<file path="src/rtl/laser_pkg.sv">
// Shared types for the LASER job controller: frame size, coordinate type,
// controller states and the result record handed back to a requester.
package laser_pkg;

  localparam int NPTS = 40;

  typedef logic [3:0] coord_t;

  typedef enum logic [2:0] {
    IDLE,
    LOAD,
    RSTC,
    FEED,
    RUN,
    RESP
  } state_t;

  typedef struct packed {
    coord_t c1x;
    coord_t c1y;
    coord_t c2x;
    coord_t c2y;
    logic   err;
    logic   id;
  } laser_res_t;

endpackage

</file>
<file path="src/rtl/laser_rr_arb2.sv">
// Two-way round-robin arbiter: combinational one-hot grant and a registered
// pointer that moves to favour the loser whenever a grant is taken.
module laser_rr_arb2 (
  input  logic       CLK,
  input  logic       RST_N,
  input  logic [1:0] req,
  input  logic       take,
  output logic [1:0] gnt
);

  logic fav1_reg;

  always_comb begin
    gnt = 2'b00;
    if (req[0] && (!fav1_reg || !req[1])) begin
      gnt = 2'b01;
    end else if (req[1]) begin
      gnt = 2'b10;
    end
  end

  always_ff @(posedge CLK or negedge RST_N) begin
    if (!RST_N) begin
      fav1_reg <= 1'b0;
    end else if (take && (|req)) begin
      fav1_reg <= gnt[0];
    end
  end

endmodule

</file>
<file path="src/rtl/laser_job_ctrl.sv">
// Shares one LASER core between two requesters: buffers a 40-point frame,
// resets and replays it into the core, then returns centres or a timeout.
module laser_job_ctrl
  import laser_pkg::*;
#(
  parameter int RST_HOLD = 2,
  parameter int TIMEOUT  = 32767
) (
  input  logic       CLK,
  input  logic       RST_N,
  input  logic [1:0] REQ,
  output logic [1:0] GNT,
  input  logic       PT_VALID,
  output logic       PT_READY,
  input  logic [3:0] PT_X,
  input  logic [3:0] PT_Y,
  output logic       RES_VALID,
  input  logic       RES_READY,
  output logic       RES_ID,
  output logic       RES_ERR,
  output logic [3:0] RES_C1X,
  output logic [3:0] RES_C1Y,
  output logic [3:0] RES_C2X,
  output logic [3:0] RES_C2Y,
  output logic       CORE_RST,
  output logic [3:0] CORE_X,
  output logic [3:0] CORE_Y,
  input  logic       CORE_DONE,
  input  logic [3:0] CORE_C1X,
  input  logic [3:0] CORE_C1Y,
  input  logic [3:0] CORE_C2X,
  input  logic [3:0] CORE_C2Y,
  output logic       BUSY
);

  localparam logic [5:0]  LAST_IDX = 6'(NPTS - 1);
  localparam logic [5:0]  FEED_END = 6'(NPTS);
  localparam logic [5:0]  HOLD_END = 6'(RST_HOLD - 1);
  localparam logic [15:0] WD_LIMIT = 16'(TIMEOUT);

  state_t     state_reg, state_next;
  logic [5:0] idx_reg, idx_next;
  logic [15:0] wd_reg, wd_next, wd_inc;
  logic [1:0] gnt_reg, gnt_next;
  logic       id_reg, id_next;
  laser_res_t res_reg, res_next;
  logic [7:0] core_pt_reg, core_pt_next;
  logic [7:0] frame_mem [NPTS];
  logic [1:0] arb_gnt;
  logic       arb_take, accept, last_accept;

  assign arb_take = (state_reg == IDLE);

  laser_rr_arb2 u_arb (
    .CLK  (CLK),
    .RST_N(RST_N),
    .req  (REQ),
    .take (arb_take),
    .gnt  (arb_gnt)
  );

  assign accept      = (state_reg == LOAD) && PT_VALID;
  assign last_accept = accept && (idx_reg == LAST_IDX);
  assign wd_inc      = wd_reg + 16'd1;

  always_ff @(posedge CLK) begin
    if (accept) begin
      frame_mem[idx_reg] <= {PT_X, PT_Y};
    end
  end

  always_comb begin
    state_next   = state_reg;
    idx_next     = idx_reg;
    wd_next      = wd_reg;
    gnt_next     = gnt_reg;
    id_next      = id_reg;
    res_next     = res_reg;
    core_pt_next = 8'h00;
    case (state_reg)
      IDLE: begin
        if (|REQ) begin
          gnt_next   = arb_gnt;
          id_next    = arb_gnt[1];
          idx_next   = 6'd0;
          state_next = LOAD;
        end
      end
      LOAD: begin
        // The 40th accept wins over a request drop in the same cycle.
        if (last_accept) begin
          gnt_next   = 2'b00;
          idx_next   = 6'd0;
          state_next = RSTC;
        end else if (!(|(REQ & gnt_reg))) begin
          gnt_next   = 2'b00;
          state_next = IDLE;
        end else if (accept) begin
          idx_next = idx_reg + 6'd1;
        end
      end
      RSTC: begin
        if (idx_reg == HOLD_END) begin
          idx_next   = 6'd0;
          state_next = FEED;
        end else begin
          idx_next = idx_reg + 6'd1;
        end
      end
      FEED: begin
        // Registered read: point f is presented during FEED cycle f+1.
        if (idx_reg == FEED_END) begin
          idx_next   = 6'd0;
          wd_next    = 16'd0;
          state_next = RUN;
        end else begin
          core_pt_next = frame_mem[idx_reg];
          idx_next     = idx_reg + 6'd1;
        end
      end
      RUN: begin
        wd_next = wd_inc;
        if (CORE_DONE) begin
          res_next.c1x = CORE_C1X;
          res_next.c1y = CORE_C1Y;
          res_next.c2x = CORE_C2X;
          res_next.c2y = CORE_C2Y;
          res_next.err = 1'b0;
          res_next.id  = id_reg;
          state_next   = RESP;
        end else if (wd_inc == WD_LIMIT) begin
          res_next     = '0;
          res_next.err = 1'b1;
          res_next.id  = id_reg;
          state_next   = RESP;
        end
      end
      RESP: begin
        if (RES_READY) begin
          state_next = IDLE;
        end
      end
      default: state_next = IDLE;
    endcase
  end

  always_ff @(posedge CLK or negedge RST_N) begin
    if (!RST_N) begin
      state_reg   <= IDLE;
      idx_reg     <= 6'd0;
      wd_reg      <= 16'd0;
      gnt_reg     <= 2'b00;
      id_reg      <= 1'b0;
      res_reg     <= '0;
      core_pt_reg <= 8'h00;
    end else begin
      state_reg   <= state_next;
      idx_reg     <= idx_next;
      wd_reg      <= wd_next;
      gnt_reg     <= gnt_next;
      id_reg      <= id_next;
      res_reg     <= res_next;
      core_pt_reg <= core_pt_next;
    end
  end

  assign GNT       = gnt_reg;
  assign PT_READY  = (state_reg == LOAD);
  assign RES_VALID = (state_reg == RESP);
  assign RES_ID    = res_reg.id;
  assign RES_ERR   = res_reg.err;
  assign RES_C1X   = res_reg.c1x;
  assign RES_C1Y   = res_reg.c1y;
  assign RES_C2X   = res_reg.c2x;
  assign RES_C2Y   = res_reg.c2y;
  assign CORE_RST  = !((state_reg == FEED) || (state_reg == RUN));
  assign CORE_X    = core_pt_reg[7:4];
  assign CORE_Y    = core_pt_reg[3:0];
  assign BUSY      = (state_reg != IDLE);

endmodule

</file>
<file path="config.mk">
export PLATFORM = sky130hd
export DESIGN_NAME = laser_job_ctrl
export DESIGN_NICKNAME = d
export VERILOG_FILES = /design/src/rtl/laser_pkg.sv /design/src/rtl/laser_rr_arb2.sv /design/src/rtl/laser_job_ctrl.sv
export SDC_FILE = /design/constraint.sdc
export NUM_CORES = 1
export LEC_CHECK = 0
export ABC_AREA = 1
export CORE_AREA = 2 2 176 178
export CTS_BUF_LIST = sky130_fd_sc_hd__clkbuf_16
export CTS_CLUSTER_SIZE = 14
export DETAILED_ROUTE_END_ITERATION = 7
export DIE_AREA = 0 0 178 180
export GPL_TIMING_DRIVEN = 0
export MAX_ROUTING_LAYER = met4
export PLACE_DENSITY = 0.73
export SETUP_SLACK_MARGIN = 0.15
export SYNTH_ARGS = -nofsm -noshare
export SYNTH_HDL_FRONTEND = slang
export SYNTH_HIERARCHICAL = 1
export SYNTH_SLANG_ARGS = --single-unit
</file>
<file path="constraint.sdc">
create_clock -name CLK -period 2.71 [get_ports CLK]
set_input_delay 0.271 -clock CLK [delete_from_list [all_inputs] [get_ports CLK]]
set_output_delay 0.271 -clock CLK [all_outputs]
set_load 0.01 [all_outputs]
</file>
==> results.sh, run 1 <==
export IMPL_via_count=10500
export IMPL_layoutNonFillerInstCount=1748
export IMPL_largest_register_ffs=320
export IMPL_synth_avg_cell_area_um2=12.4
export IMPL_cts_tree="built"
export IMPL_fmax_ghz=0.378
export IMPL_reg2reg_slack_ns=0.07
export IMPL_max_cap_violations=0
export IMPL_clockRootBuffer="clkbuf_16"
export IMPL_num_nets_final=1366
export IMPL_hold_class="in2async"
export IMPL_cp_required_ns=3.11
export IMPL_synth_fp_nets=1237
export IMPL_worst_path_buf_inv=5
export IMPL_p_switching_uw=4370
export IMPL_critPathLaunchType="flop"
export IMPL_p_comb_frac=0.212
export IMPL_initial_core_util=0.491
export IMPL_cts_sinks=375
export IMPL_power_density_nw_per_um2=828
export IMPL_end_kind="flop"
export IMPL_synth_adder_area_share=0.00422
export IMPL_synth_compound_area_frac=0.0648
export IMPL_status="complete, no violations"
export IMPL_cp_depth=12
export IMPL_cpPeakStageDelay_ns=0.33
export IMPL_ys_ff_latch=375
export IMPL_fin_crit_ns=2.64
export IMPL_core_um2=30200
export IMPL_cts_buffer_depth=3
export IMPL_cp_cell_sequence="buf_4 > clkinvlp_4 > nand3_2 > inv_2 > buf_4 > buf_4 > nand2_1 > o2111ai_1 > o21ai_2 > nand3_2 > nor2_2 > nor2_1"
export IMPL_finalSetupViolCount=0
export IMPL_crit_arrival_ns=3.04
export IMPL_clk_latency_ns=0.53
export IMPL_path_class="reg2reg"
export IMPL_crit_family="buffers and inverters"
export IMPL_port_buffer_count=62
export IMPL_grt_setup_unrepaired="true"
export IMPL_clk_pin_slew_ns=0.07
export IMPL_fin_crit_sh=0.975
export IMPL_worstRegToRegCells=12
export IMPL_antenna_left=0
export IMPL_synth_edf_count=320
export IMPL_ys_types=39
export IMPL_routedWlPerCell_um=23.8
export IMPL_wl_um=41500
export IMPL_finalInstanceArea_um2=17900
export IMPL_synth_xor_area_share=0.00177
export IMPL_cts_made_buffers=38
export IMPL_antenna_cells=0
export IMPL_first_global_vias=9776
export IMPL_die_y_um=180
export IMPL_drive_gt1_frac=0.144
export IMPL_slew_headroom=0.0716
export IMPL_internal_power_uw=10500
export IMPL_p_seq_frac=0.456
export IMPL_vdd_drop_max_v=0.000528
export IMPL_slowest_stage="dfrtp_1"
export IMPL_yosysWarnings=6
export IMPL_dp_hpwl_um=25300
export IMPL_htree_levels=2
export IMPL_drtPass1Iterations=6
export IMPL_synthFlopType="edfxtp_1"
export IMPL_holdWs_ns=0.194
export IMPL_crit_top_cell="buf_4"
export IMPL_grt_max_degree=42
export IMPL_postPlaceCellArea_um2=16000
export IMPL_die_area_um2=32000
export IMPL_grt_ovfl_total=0
export IMPL_critPathMaxFanout=10
export IMPL_pwr_share_clk=0.332
export IMPL_dp_cells=1662
export IMPL_gp_congestion=0.931
export IMPL_io_pin_count=63
export IMPL_synthSimpleGateAreaFrac=0.157
export IMPL_rr_endpoint="core_pt_reg[5]"
export IMPL_synthCells=1201
export IMPL_die_w_um=178
export IMPL_fin_skew_ns=0.0173
export IMPL_synthMuxAreaShare=0
export IMPL_synth_top_family_by_area="simple AND/OR/NAND/NOR gates"
export IMPL_synth_async_reset_ratio=0.147
export IMPL_p_leak_uw=0.00643
export IMPL_first_iter_violations=1621
export IMPL_crit_start="idx_reg[2]"
export IMPL_grt_pass1_wl_um=59800
export IMPL_grt_usage=0.263
export IMPL_grt_antenna_before_repair=0
export IMPL_ys_seq_area_frac=0.740
export IMPL_r2r_start="idx_reg[2]"
export IMPL_vias_per_cell=6.01
export IMPL_worst_slew_pin_slew_ns=1.39
export IMPL_finalMaxSlewViolations=0
export IMPL_syn_area_um2=14800
export IMPL_area_growth_pct=20.7
export IMPL_num_rows=64
export IMPL_hold_viol_final=0
export IMPL_drc=0
export IMPL_switching_share=0.295
-- logic make-up (layout without fill, tap and decap cells) --
| group | after synthesis | after routing |
|---|---|---|
| AOI/OAI and AO/OA | 148 | 148 |
| xor gates and xnor gates | 3 | 3 |
| adders and majority gates | 5 | 5 |
| buffers and inverters | 113 | 264 |
| DFF | 375 | 375 |
| and+or+nand+nor | 557 | 557 |
-- per-layer routing --
| metal | share of wire | global-route usage | wire length [um] | up-vias |
|---|---|---|---|---|
| met4 | 0.040 | 0.106 | 1660 | 0 |
| met1 | 0.37 | 0.348 | 15200 | 5020 |
| met5 | 0 | - | 0 | - |
| li1 | - | - | - | 4530 |
| met3 | 0.13 | 0.0554 | 5430 | 143 |
| met2 | 0.46 | 0.398 | 19300 | 820 |
-- cell usage in the layout (no fill, tap or decap), types with 3 or more instances in the layout --
master             n
clkbuf_16         40
a221oi_1           3
nor3_4             3
nor3_1             6
edfxtp_1         320
nand3_1           49
clkbuf_2           9
clkinv_1           8
nand4_1           38
nand3_2            4
ha_1               5
buf_4             17
o2111ai_1         12
nand2_1          344
inv_2              5
o22ai_1           10
clkinvlp_4         3
inv_1             75
o21ai_2            3
nor2_2            12
a22oi_1           34
buf_2             25
a21oi_1           17
a22o_1            14
dfrtp_1           53
nor2_1            51
o21ai_1           12
buf_12            17
clkdlybuf4s50_1   54
o21ai_0           38
nor2_4            33
nand2_2            7
-- power groups by stage --
stage,combinational (uW),sequential (uW),clock [uW]
after floorplan,1590,6900,0
after detailed placement,2930,6860,0
final,3140,6760,4930
after global placement,2870,6850,0
after CTS,3000,6750,4930
after global routing,3380,6780,5200
-- final cells by class --
cell class,count,area [um^2]
inverter,75,292
tap,396,495
clock inverter,22,146
multi-input combinational,713,3760
buffer,38,216
sequential,375,11000
clock buffer,40,1000
timing repair buffer,89,998
fill,2250,12300
-- synthesized netlist by cell type (all sizes together), types with 12 or more instances --
cell type	count	area share
a21oi	18	0.0063
a22o	14	0.0083
a22oi	34	0.017
buf	23	0.0087
clkbuf	15	0.0038
dfrtp	55	0.093
edfxtp	320	0.65
inv	74	0.019
nand2	352	0.090
nand3	55	0.020
nand4	38	0.016
nor2	96	0.025
o2111ai	12	0.0071
o21ai	53	0.018
-- metrics by stage --
stage	TNS [ns]	total power [uW]	utilization	setup WS [ns]
after floorplan	0	8490	-	0.171
after global placement	-135.33	9720	0.528	-1.04
after detailed placement	-104.02	9790	0.529	-0.620
after CTS	-4.20	14700	0.581	-0.170
after global routing	0	15400	0.593	0.0601
final	0	14800	0.593	0.0670
-- repair_timing --
action,CTS,global route
hold endpoints to repair,14,0
endpoints found under the setup margin,328,295
resized for setup,83,44
setup buffers,8,15
pin swaps,6,10
hold buffers,1,0
gates cloned,0,0
-- worst max-delay path by stage --
stage	slack (ns)	to
after global placement	-1.04	frame_mem[35][1]
after floorplan	0.17	frame_mem[35][0]
after CTS	-0.17	frame_mem[0][1]
after global routing	0.06	core_pt_reg[5]
after detailed placement	-0.62	frame_mem[11][6]
final	0.07	core_pt_reg[5]
Power figures use the tool's default switching activity.
==> run 2, diff against run 1 <==
--- a/config.mk
+++ b/config.mk
@@ -5,15 +5,14 @@
 export SDC_FILE = /design/constraint.sdc
 export NUM_CORES = 1
 export LEC_CHECK = 0
-export ABC_AREA = 1
-export CORE_AREA = 2 2 176 178
+export CORE_AREA = 2 2 163 165
 export CTS_BUF_LIST = sky130_fd_sc_hd__clkbuf_16
 export CTS_CLUSTER_SIZE = 14
 export DETAILED_ROUTE_END_ITERATION = 7
-export DIE_AREA = 0 0 178 180
+export DIE_AREA = 0 0 165 167
 export GPL_TIMING_DRIVEN = 0
 export MAX_ROUTING_LAYER = met4
-export PLACE_DENSITY = 0.73
+export PLACE_DENSITY = 0.84
 export SETUP_SLACK_MARGIN = 0.15
 export SYNTH_ARGS = -nofsm -noshare
 export SYNTH_HDL_FRONTEND = slang
==> constraint.sdc (replaced) <==
create_clock -name CLK -period 2.71 [get_ports CLK]
set_input_delay 0.271 -clock CLK [delete_from_list [all_inputs] [get_ports CLK]]
set_output_delay 0.271 -clock CLK [all_outputs]
set_load 0.005 [all_outputs]
==> run 2 against run 1 <==
Net effect: critical path depth decreased by 4; setup slack lost 0.063 ns; sequential power about the same; cell area up 4.4%; die area shrank 14%; hold slack better by 0.077 ns; flip-flop and latch count is the same; clock power increased by 0.8%; clock-buffer cell count decreased by 2; critical path type unchanged.
==> results.sh, run 2 <==
export IMPL_p_leak_uw=0.00632
export IMPL_fin_crit_sh=0.998
export IMPL_synth_async_reset_ratio=0.147
export IMPL_fin_skew_ns=0.0406
export IMPL_clk_pin_slew_ns=0.06
export IMPL_synthCells=1002
export IMPL_grt_ovfl_total=0
export IMPL_finalWorstSetupSlack_ns=0.00429
export IMPL_path_class="reg2reg"
export IMPL_slowest_stage="dfrtp_1"
export IMPL_multi_input_area_um2=4430
export IMPL_via_count=10800
export IMPL_clk_latency_ns=0.56
export IMPL_ys_seq_area_frac=0.719
export IMPL_cts_buffer_depth=3
export IMPL_fmax_ghz=0.370
export IMPL_synthFlopType="edfxtp_1"
export IMPL_num_rows=59
export IMPL_gp_congestion=0.998
export IMPL_antenna_cells=0
export IMPL_grt_pass1_wl_um=65500
export IMPL_hold_viol_final=0
export IMPL_critPathMaxFanout=10
export IMPL_fin_crit_ns=2.71
export IMPL_cp_required_ns=3.13
export IMPL_clockRootBuffer="clkbuf_16"
export IMPL_yosysMostFrequentCell="edfxtp_1"
export IMPL_io_pin_count=63
export IMPL_vias_per_cell=7.14
export IMPL_crit_arrival_ns=3.13
export IMPL_initial_core_util=0.593
export IMPL_final_common_cell="edfxtp_1"
export IMPL_cpPeakStageDelay_ns=0.40
export IMPL_synth_common_cells="edfxtp_1, nor2_1, nand2_1"
export IMPL_power_density_nw_per_um2=925
export IMPL_first_global_vias=10400
export IMPL_drtPass1Iterations=6
export IMPL_fill_cells=1514
export IMPL_ys_types=71
export IMPL_grt_max_degree=41
export IMPL_end_kind="flop"
export IMPL_max_cap_violations=0
export IMPL_grt_usage=0.340
export IMPL_worst_slew_pin_slew_ns=1.18
export IMPL_port_buffer_count=62
export IMPL_largest_register_ffs=320
export IMPL_grt_antenna_before_repair=0
export IMPL_finalInstanceArea_um2=18700
export IMPL_synth_top_area_frac=0.629
export IMPL_postPlaceCellArea_um2=16300
export IMPL_critPathLaunchType="flop"
export IMPL_grt_setup_unrepaired="true"
export IMPL_regArea_um2=11000
export IMPL_die_area_um2=27600
export IMPL_cts_tree="built"
export IMPL_ys_top_cells_by_area="edfxtp_1, dfrtp_1, mux2_2, mux4_2, a221oi_1"
export IMPL_finalSetupViolCount=0
export IMPL_dp_hpwl_um=26600
export IMPL_vdd_drop_max_v=0.000657
export IMPL_synth_fp_nets=1038
export IMPL_antenna_left=0
export IMPL_die_w_um=165
export IMPL_cp_cell_sequence="clkbuf_4 > buf_4 > nor2_4 > buf_2 > a22o_1 > a21oi_1 > o21ai_0 > o2bb2ai_1"
export IMPL_place_ws_ns=-1.35
export IMPL_wl_um=46100
export IMPL_slew_headroom=0.216
export IMPL_status="complete, no violations"
export IMPL_finalMaxSlewViolations=0
export IMPL_most_common_layout_cells="edfxtp_1, nand2_1, clkdlybuf4s50_1"
export IMPL_first_iter_violations=2152
export IMPL_drive_gt1_frac=0.252
export IMPL_cts_sinks=375
export IMPL_die_y_um=167
export IMPL_drc=0
export IMPL_area_growth_pct=22.3
export IMPL_htree_levels=2
export IMPL_cts_made_buffers=38
export IMPL_core_um2=25800
export IMPL_hold_class="in2async"
export IMPL_yosys_area_top_type="edfxtp_1"
export IMPL_synth_edf_count=320
export IMPL_ys_ff_latch=375
export IMPL_yosysWarnings=6
export IMPL_num_nets_final=1183
export IMPL_reg2reg_slack_ns=0.004
export IMPL_synth_avg_cell_area_um2=15.3
export IMPL_syn_area_um2=15300
export IMPL_routedWlPerCell_um=30.5
-- run 2: cell types whose count changed after synthesis, moves of 12 or more --
cell	change
clkbuf_1	+14
nand3_1	-45
mux2i_1	+23
nand2_1	-277
mux2_2	+41
mux4_2	+18
nor2b_1	+12
nand4_1	-33
a21oi_1	+19
inv_1	-57
a221oi_1	+40
-- run 2: cells by family after synthesis --
group | after synthesis | share of synthesized area
AO/OA/AOI/OAI | 247 | 0.118
XOR/XNOR | 2 | 0.00115
adder cells (fa/ha/maj) | 5 | 0.00409
buffers and inverters | 70 | 0.0198
flip-flops | 375 | 0.719
multiplexers | 83 | 0.0728
AND/OR/NAND/NOR | 220 | 0.0654
-- run 2: power by group --
group | total, uW | switching, uW | internal, uW | leakage, uW
Sequential | 6790 | 204 | 6580 | 0.00360
Combinational | 5530 | 3480 | 2050 | 0.00212
Clock | 4970 | 2220 | 2750 | 0.000596
Total | 17300 | 5900 | 11400 | 0.00632
-- run 2: timing repair --
| item | 4_1_cts | 5_1_grt |
|---|---|---|
| pin swaps | 24 | 9 |
| endpoints found under the hold margin | 22 | 0 |
| gates resized for setup | 151 | 61 |
| setup endpoints to repair | 365 | 311 |
| hold buffers | 1 | 0 |
| cloned | 1 | 0 |
| buffers inserted | 30 | 10 |
-- run 2: worst paths after layout --
path	end	cells after the start	startpoint
max in group asynchronous	idx_reg[0]	3	RST_N
hold / removal	state_reg[1]	2	RST_N
min in group CLK	frame_mem[20][7]	1	PT_X[3]
setup / recovery	core_pt_reg[5]	8	idx_reg[1]
setup reg to reg	core_pt_reg[5]	8	idx_reg[1]
hold reg to reg	RES_C2Y[0]	1	RES_C2Y[0]
-- run 2: final cells by class --
cell class,instances,area share
flip-flops and latches,375,0.588
multi-input cells,557,0.237
repair buffers,105,0.0636
clock buffers,38,0.0509
plain buffers,57,0.0230
well taps,335,0.0224
clock inverters,32,0.0111
inverters,13,0.00348
-- run 2: routing by layer --
metal	vias up	track usage	wire length (um)
met2	1124	0.492	20600
met3	274	0.0944	6900
met1	5141	0.437	15200
li1	4263	-	-
met5	-	-	0
met4	0	0.189	3430
-- run 2: worst max-delay path: cells and delay by family, from the launching register on --
kind | cells | cell delay, ns
AO/OA/AOI/OAI | 4 | 1.01
buffers and inverters | 3 | 0.80
flip-flops | 1 | 0.40
AND/OR/NAND/NOR | 1 | 0.36
-- run 2: through the flow --
| step | power [uW] | util | hold slack (ns) | TNS (ns) | std cells |
|---|---|---|---|---|---|
| after floorplan | 9490 | - | -0.0246 | 0 | 1002 |
| after global placement | 11400 | 0.634 | 0.468 | -287.55 | 1399 |
| after detailed placement | 11500 | 0.634 | 0.298 | -282.43 | 1400 |
| after CTS | 16800 | 0.715 | 0.277 | 0 | 1502 |
| after global routing | 17600 | 0.725 | 0.347 | 0 | 1512 |
| final | 17300 | 0.725 | 0.271 | 0 | 1512 |
